===== src/rtl/golden_nonce_reporter.sv =====
// golden_nonce_reporter: queues golden nonces and streams each as a sync-prefixed 5-byte frame
module golden_nonce_reporter #(
    parameter int         FIFO_DEPTH_LOG2 = 2,
    parameter logic [7:0] SYNC_BYTE       = 8'hA5
) (
    input  logic                     clk,
    input  logic                     reset_n,
    input  logic [31:0]              nonce_in,
    input  logic                     nonce_valid,
    output logic [7:0]               tx_data,
    output logic                     tx_valid,
    input  logic                     tx_ready,
    output logic [FIFO_DEPTH_LOG2:0] fifo_count,
    output logic                     overflow,
    input  logic                     clear_overflow
);
    localparam int DEPTH = 1 << FIFO_DEPTH_LOG2;
    localparam int CW = FIFO_DEPTH_LOG2 + 1;
    localparam logic [FIFO_DEPTH_LOG2-1:0] PTR_ONE = 1;

    typedef enum logic [2:0] {IDLE, SYNC, B3, B2, B1, B0} state_t;

    state_t                     state, state_n;
    logic [31:0]                mem [DEPTH];
    logic [31:0]                holding;
    logic [FIFO_DEPTH_LOG2-1:0] wr_ptr, rd_ptr;
    logic [7:0]                 tx_data_n;
    logic                       tx_valid_n, pop, push, drop, full;

    // count only reaches its top bit when every slot is occupied
    assign full = fifo_count[FIFO_DEPTH_LOG2];
    assign push = nonce_valid && (!full || pop);
    assign drop = nonce_valid && full && !pop;

    // frame sequencer: pop in IDLE, then step through sync and nonce bytes on each handshake
    always_comb begin
        state_n    = state;
        tx_valid_n = tx_valid;
        tx_data_n  = tx_data;
        pop        = 1'b0;
        if (state == IDLE) begin
            if (fifo_count != '0) begin
                pop        = 1'b1;
                state_n    = SYNC;
                tx_valid_n = 1'b1;
                tx_data_n  = SYNC_BYTE;
            end
        end else if (tx_valid && tx_ready) begin
            case (state)
                SYNC:    begin state_n = B3; tx_data_n = holding[31:24]; end
                B3:      begin state_n = B2; tx_data_n = holding[23:16]; end
                B2:      begin state_n = B1; tx_data_n = holding[15:8]; end
                B1:      begin state_n = B0; tx_data_n = holding[7:0]; end
                default: begin state_n = IDLE; tx_valid_n = 1'b0; end
            endcase
        end
    end

    // FSM, registered stream outputs, FIFO bookkeeping and sticky overflow
    always_ff @(posedge clk or negedge reset_n) begin
        if (!reset_n) begin
            state      <= IDLE;
            tx_valid   <= 1'b0;
            tx_data    <= '0;
            holding    <= '0;
            wr_ptr     <= '0;
            rd_ptr     <= '0;
            fifo_count <= '0;
            overflow   <= 1'b0;
        end else begin
            state      <= state_n;
            tx_valid   <= tx_valid_n;
            tx_data    <= tx_data_n;
            holding    <= pop ? mem[rd_ptr] : holding;
            wr_ptr     <= push ? wr_ptr + PTR_ONE : wr_ptr;
            rd_ptr     <= pop ? rd_ptr + PTR_ONE : rd_ptr;
            fifo_count <= fifo_count + CW'(push) - CW'(pop);
            overflow   <= drop ? 1'b1 : (clear_overflow ? 1'b0 : overflow);
        end
    end

    // FIFO storage needs no reset; pointers and count define what is valid
    always_ff @(posedge clk) begin
        if (push) mem[wr_ptr] <= nonce_in;
    end
endmodule


===== config.mk =====
export PLATFORM = sky130hd
export DESIGN_NAME = golden_nonce_reporter
export DESIGN_NICKNAME = d
export VERILOG_FILES = /design/src/rtl/golden_nonce_reporter.sv
export SDC_FILE = /design/constraint.sdc
export NUM_CORES = 1
export LEC_CHECK = 0
export ABC_AREA = 1
export CAP_MARGIN = 20
export CORE_AREA = 3 3 113 196
export DETAILED_ROUTE_END_ITERATION = 10
export DIE_AREA = 0 0 116 199
export PLACE_DENSITY = 0.56
export SYNTH_ARGS = -nofsm -noshare
export SYNTH_HDL_FRONTEND = slang
export SYNTH_SLANG_ARGS = --single-unit

===== constraint.sdc =====
create_clock -name clk -period 5.2 [get_ports clk]
set_input_delay 1.04 -clock clk [delete_from_list [all_inputs] [get_ports clk]]
set_output_delay 1.04 -clock clk [all_outputs]
set_load 0.1 [all_outputs]

==> Word-level counts from Yosys, hierarchy flattened <==
Memories as Yosys holds them, arrays and structs flattened. A register that Yosys moved wholly into a read port is not among the register bits.
Index checks and enable logic that the tools add are counted.
Widths: inputs -> output; s select.
{ "op_classes": {"n_addsub": 4, "n_eq_ne": 6, "muxes": 18, "n_reduce_logical": 17} }
{ "op_table": {"columns": ["cell", "n"], "rows": [
  ["$pmux 8 s4", 1],
  ["$mux 8", 3],
  ["$pmux 3 s4", 1],
  ["$mux 1", 10],
  ["$mux 3", 3],
  ["$eq 3x2->1 const B", 2],
  ["$reduce_and 3->1", 2],
  ["$reduce_bool 5->1", 1],
  ["$add 2x1->2 const B", 2],
  ["$logic_and 1x1->1", 4],
  ["$ne 2x1->1 const B", 2],
  ["$reduce_bool 2->1", 2],
  ["$reduce_or 4->1", 1],
  ["$add 3x1->3", 1],
  ["$eq 3x1->1 const B", 1],
  ["$eq 3x3->1 const B", 1],
  ["$logic_not 1->1", 3],
  ["$logic_not 3->1", 1],
  ["$reduce_bool 3->1", 1],
  ["$sub 3x1->3", 1],
  ["$reduce_and 2->1", 1],
  ["$logic_or 1x1->1", 1]
]} }
{ "totals": {"ff_bits": 20, "ram_bits": 128, "input_bits": 37, "n_memories": 1} }
{ "mem_list": {"columns": ["memory", "words", "word_bits", "read_ports", "rd_ports_with_merged_regs", "write_ports", "line_no", "rtl"], "rows": [
  ["mem", 4, 32, 1, 1, 1, "24", "logic [31:0] mem [DEPTH];"]
]} }

==> Longest topological paths before layout <==
{ "logic_depth": {"word_depth": 7, "mapped_depth": 11, "mapped_depth_nobuf": 10} }

==> Worst setup path before layout <==
Ideal clock, no wire load.
{ "synth_timing": {"kind": "input port to flip-flop", "from": "input nonce_valid", "to": "memory mem[0][0], enable pin", "setup_time_ps": 421, "arrival_time_ps": 2517, "slack_ps": 2262, "path_stages": 2, "path_buffers": 0, "path_cell_list": "nand2_2 -> nor2_1"} }
{ "synth_via": {"elab_chain_len": 3} }
{ "synth_lines": {"columns": ["element", "line_no", "rtl"], "rows": [
  ["start, declared", "9", "input logic nonce_valid,"],
  ["$logic_and 1x1->1", "32", "assign push = nonce_valid && (!full || pop);"],
  ["$mux 1", "84", "if (push) mem[wr_ptr] <= nonce_in;"],
  ["$mux 1 (not written as such)", "84", null],
  ["end, declared", "24", null]
]} }
Every way passes these cells.

==> Worst setup path in the final report <==
{ "layout_timing": {"from": "register state[1]", "to": "register fifo_count[2]"} }
{ "layout_via": {"elab_chain_len": 6} }
{ "layout_lines": {"columns": ["element", "line_no", "rtl"], "rows": [
  ["start, declared", "23", "state_t state, state_n;"],
  ["start signal, assigned", "71", "state <= state_n;"],
  ["$logic_not 3->1 (*)", "41", "if (state == IDLE) begin"],
  ["$mux 1 (*)", "41", null],
  ["$logic_or 1x1->1", "32", null],
  ["$logic_and 1x1->1", "32", null],
  ["$add 3x1->3", "77", "fifo_count <= fifo_count + CW'(push) - CW'(pop);"],
  ["$sub 3x1->3 (*)", "77", null],
  ["end signal, assigned", "77", null],
  ["end, declared", "13", "output logic [FIFO_DEPTH_LOG2:0] fifo_count,"]
]} }
Every way passes the cells marked *; elsewhere a longest branch is shown, timed or not.
A chain may end at the register's enable or synchronous reset.

==> run metrics <==
cells along the critical path nor2_2 > nand2_1 > nor2_4 > buf_4 > xnor2_1 > ha_1 > inv_1 > fa_1 > xnor2_1 > xor2_1; Area contributors post-synth sky130_fd_sc_hd__edfxtp_1, sky130_fd_sc_hd__dfrtp_1, sky130_fd_sc_hd__nor2_1; endpoint of the worst register-to-register path fifo_count[2]; delay of the slowest cell on the worst path 0.54 ns; ys flop type sky130_fd_sc_hd__edfxtp_1; starting density of the core 0.3459; Slew Viols, Final 0; area of the placeable core approximately 21000 sq um; multiplexer area fraction after synthesis 0; sort of element at the start of the critical path flop; GR Util All Layers 0.1404; combinational family with the most area after synthesis simple AND/OR/NAND/NOR gates; post-cts hold buffer count 0; highest fanout seen on the critical path 68; library cell with the largest summed area after synthesis sky130_fd_sc_hd__edfxtp_1; pin slew with the least headroom to its limit 0.9890 ns; arrival time worst endpoint 3.60 ns; die area 23080 sq um; clock transition at the registers of the reported paths 0.07 ns; FF-to-FF Start state[1]; TritonCTS clock tree built; type of element capturing the critical path flop; number of placement rows 70; Seq/Total Area, Yosys 0.7136; mean cell area of the mapped netlist 11.55 sq um; synth cell count leaders sky130_fd_sc_hd__nor2_1, sky130_fd_sc_hd__edfxtp_1, sky130_fd_sc_hd__o21ai_0, sky130_fd_sc_hd__nand2_1, sky130_fd_sc_hd__dfrtp_1; number of global-route vias before repair 4626; pin count of the biggest net entering global routing 69; sequential standard cell area 5146 sq um; # resized after CTS 0; initial antenna violation count 0; met1 wire length 6190 microns; Crit-path slowest cell sky130_fd_sc_hd__buf_4; detail-routed via count per cell 4.892; maximum clock frequency around 310 MHz; share of flip-flops with an asynchronous set or reset 0.2889; maxcap violations 0; count of flip-flops with a built-in enable after synthesis 128; post-detailed-placement half-perimeter wirelength 10100 microns; number of DRC violations after detailed-routing iteration 0 276; clock net sink count 180; synthesized-area fraction occupied by xor and xnor cells 0.007289; number of fillers in the final layout 1965; simple-gate share of the synthesized area 0.1451; ratio of cells with drive above 1 in the final layout 0.08076; cell count of the worst hold path 2; DR vias 4564; hold_sp tx_data[6]; Max Clock Skew 0.009557 ns; flop and latch count out of synthesis 180; CP dominant cell by count sky130_fd_sc_hd__xnor2_1; Yosys warning count 0; DRC viols 0; iteration count of the initial detailed-routing pass 4; Worst Reg-to-Reg Cells 10; Setup WS post-layout 1.950 ns; total power divided by cell area 643.6 nW/um^2; first-pass GRT wire length ~25000 microns; total setup violations reported at the end of the flow 0; cells after synthesis 624; Area Overhead vs Synth 18.27%; RSZ-0062 raised after global routing false; worst min-delay path category flop to flop; met2 WL post-DR 8448 microns; routability congestion estimate roughly 0.86; count of buffers from port buffering 49; worst slew slack as a fraction of its limit 0.3386; share of the synthesized area in compound gates (AO/OA/AOI/OAI) 0.08469; average wire per standard cell 16.62 microns; clk root buf sky130_fd_sc_hd__clkbuf_16; multi-input gate area in the final layout 1807 sq um; total power between 5 and 6 mW; Post-layout nets 711; adder and majority cell fraction of the synthesized area 0.01145; Die H 199 microns; total negative setup slack 0 ns; die width 116 microns; sink of the worst hold path tx_data[6]; result of the run complete, no violations; post-CTS repair timing setup buffer count 0; clock buffer depth 2; H-Tree Depth 4; final wirelength 15500 microns; worst-case setup slack after placement 1.860 ns; grt total ovfl 0; Synth cell types 24; leakage 3.150 nW; data required time of the worst path 5.55 ns; share of the clock period used by the worst path 0.6251; area share of the largest cell type after synthesis 0.5331; count of nets left with antenna violations after detail routing 0; highest routing layer actually used met4; area of the mapped netlist 7209 sq um; setup slack of the worst register-to-register path 1.95 ns; clock period minus worst slack 3.250 ns; metal3 WL approximately 480 microns; insertion delay of the later-clocked pin in the worst-skew pair 0.42 ns; diode count 0; count leader, synth sky130_fd_sc_hd__nor2_1; count of pins on the block boundary 50; worst ir drop on vdd 211.7 uV; total nets after synthesis 667; category of the critical setup timing path flop to flop; total CTS buffers 17; final-report hold violation count 0
[cell usage in the layout (no fill, tap or decap), drive strengths merged]
cell / instances
clkinv: 6
a31oi: 23
nor2: 163
xnor2: 2
a21oi: 1
dfrtp: 52
ha: 5
xor2: 4
inv: 34
o22ai: 9
nand4: 15
clkdlybuf4s50: 48
clkinvlp: 4
nand3: 19
bufinv: 2
o21ai: 81
nand2: 56
fa: 1
edfxtp: 128
buf: 10
clkbuf: 18
[registers in the layout, summed over array words and instances (netlist names)]
name,flops
tx_data,8
rd_ptr,2
fifo_count,3
overflow,1
state,3
wr_ptr,2
tx_valid,1
mem,128
holding,32
[worst max path at each step]
stage | startpoint | end | slack (ns) | cells after the start
floorplan | nonce_valid | mem[0][0] | 2.26 | 2
global placement | nonce_valid | mem[3][22] | 1.94 | 4
detailed placement | nonce_valid | mem[3][14] | 1.86 | 4
CTS | state[1] | fifo_count[2] | 1.95 | 10
global route | state[1] | fifo_count[2] | 1.63 | 10
finish | state[1] | fifo_count[2] | 1.95 | 10
[through the flow]
| stage | hold slack [ns] | std cells | util | instance area, sq um |
|---|---|---|---|---|
| 4_1_cts | 0.4935 | 933 | 0.4091 | 8527 |
| 3_5_place_dp | 0.4744 | 901 | 0.3819 | 7961 |
| 5_1_grt | 0.5089 | 933 | 0.4091 | 8527 |
| 3_3_place_gp | 0.4663 | 900 | 0.3806 | 7934 |
| 2_1_floorplan | 0.4974 | 624 | - | 7209 |
| 6_report | 0.4843 | 933 | 0.4091 | 8527 |
[logic make-up after synthesis]
family / Yosys count
simple gates: 253
xor+xnor: 6
flops: 180
buf+inv: 65
fa+ha+maj: 6
compound gates: 114
[report_power, final]
part / internal, mW / leakage [nW] / switching (mW) / total (mW)
combinational: 0.611 / 1.11 / 1.50 / 2.11
sequential: 1.95 / 1.77 / 0.193 / 2.15
clock: 0.703 / 0.268 / 0.525 / 1.23
[metal layers]
| metal | up-vias | GRT usage |
|---|---|---|
| li1 | 2249 | - |
| met1 | 2203 | 0.1667 |
| met2 | 92 | 0.2477 |
| met3 | 20 | 0.02588 |
| met4 | 0 | 0.05677 |
| met5 | - | 0 |
[critical path: cells and delay by family, from the launching register on]
kind | cells | cell delay [ns]
simple gates | 3 | 1.01
buf+inv | 2 | 0.59
flops | 1 | 0.51
fa+ha+maj | 2 | 0.53
xor+xnor | 3 | 0.53
[layout make-up]
cell class	instances	share of cell area
repair buffers	58	0.06720
clock buffers	18	0.05033
well taps	252	0.03698
multi-input cells	379	0.2119
clock inverters	14	0.01599
flip-flops and latches	180	0.6035
inverters	32	0.01409
No activity file was read; power rests on OpenSTA's default activity.
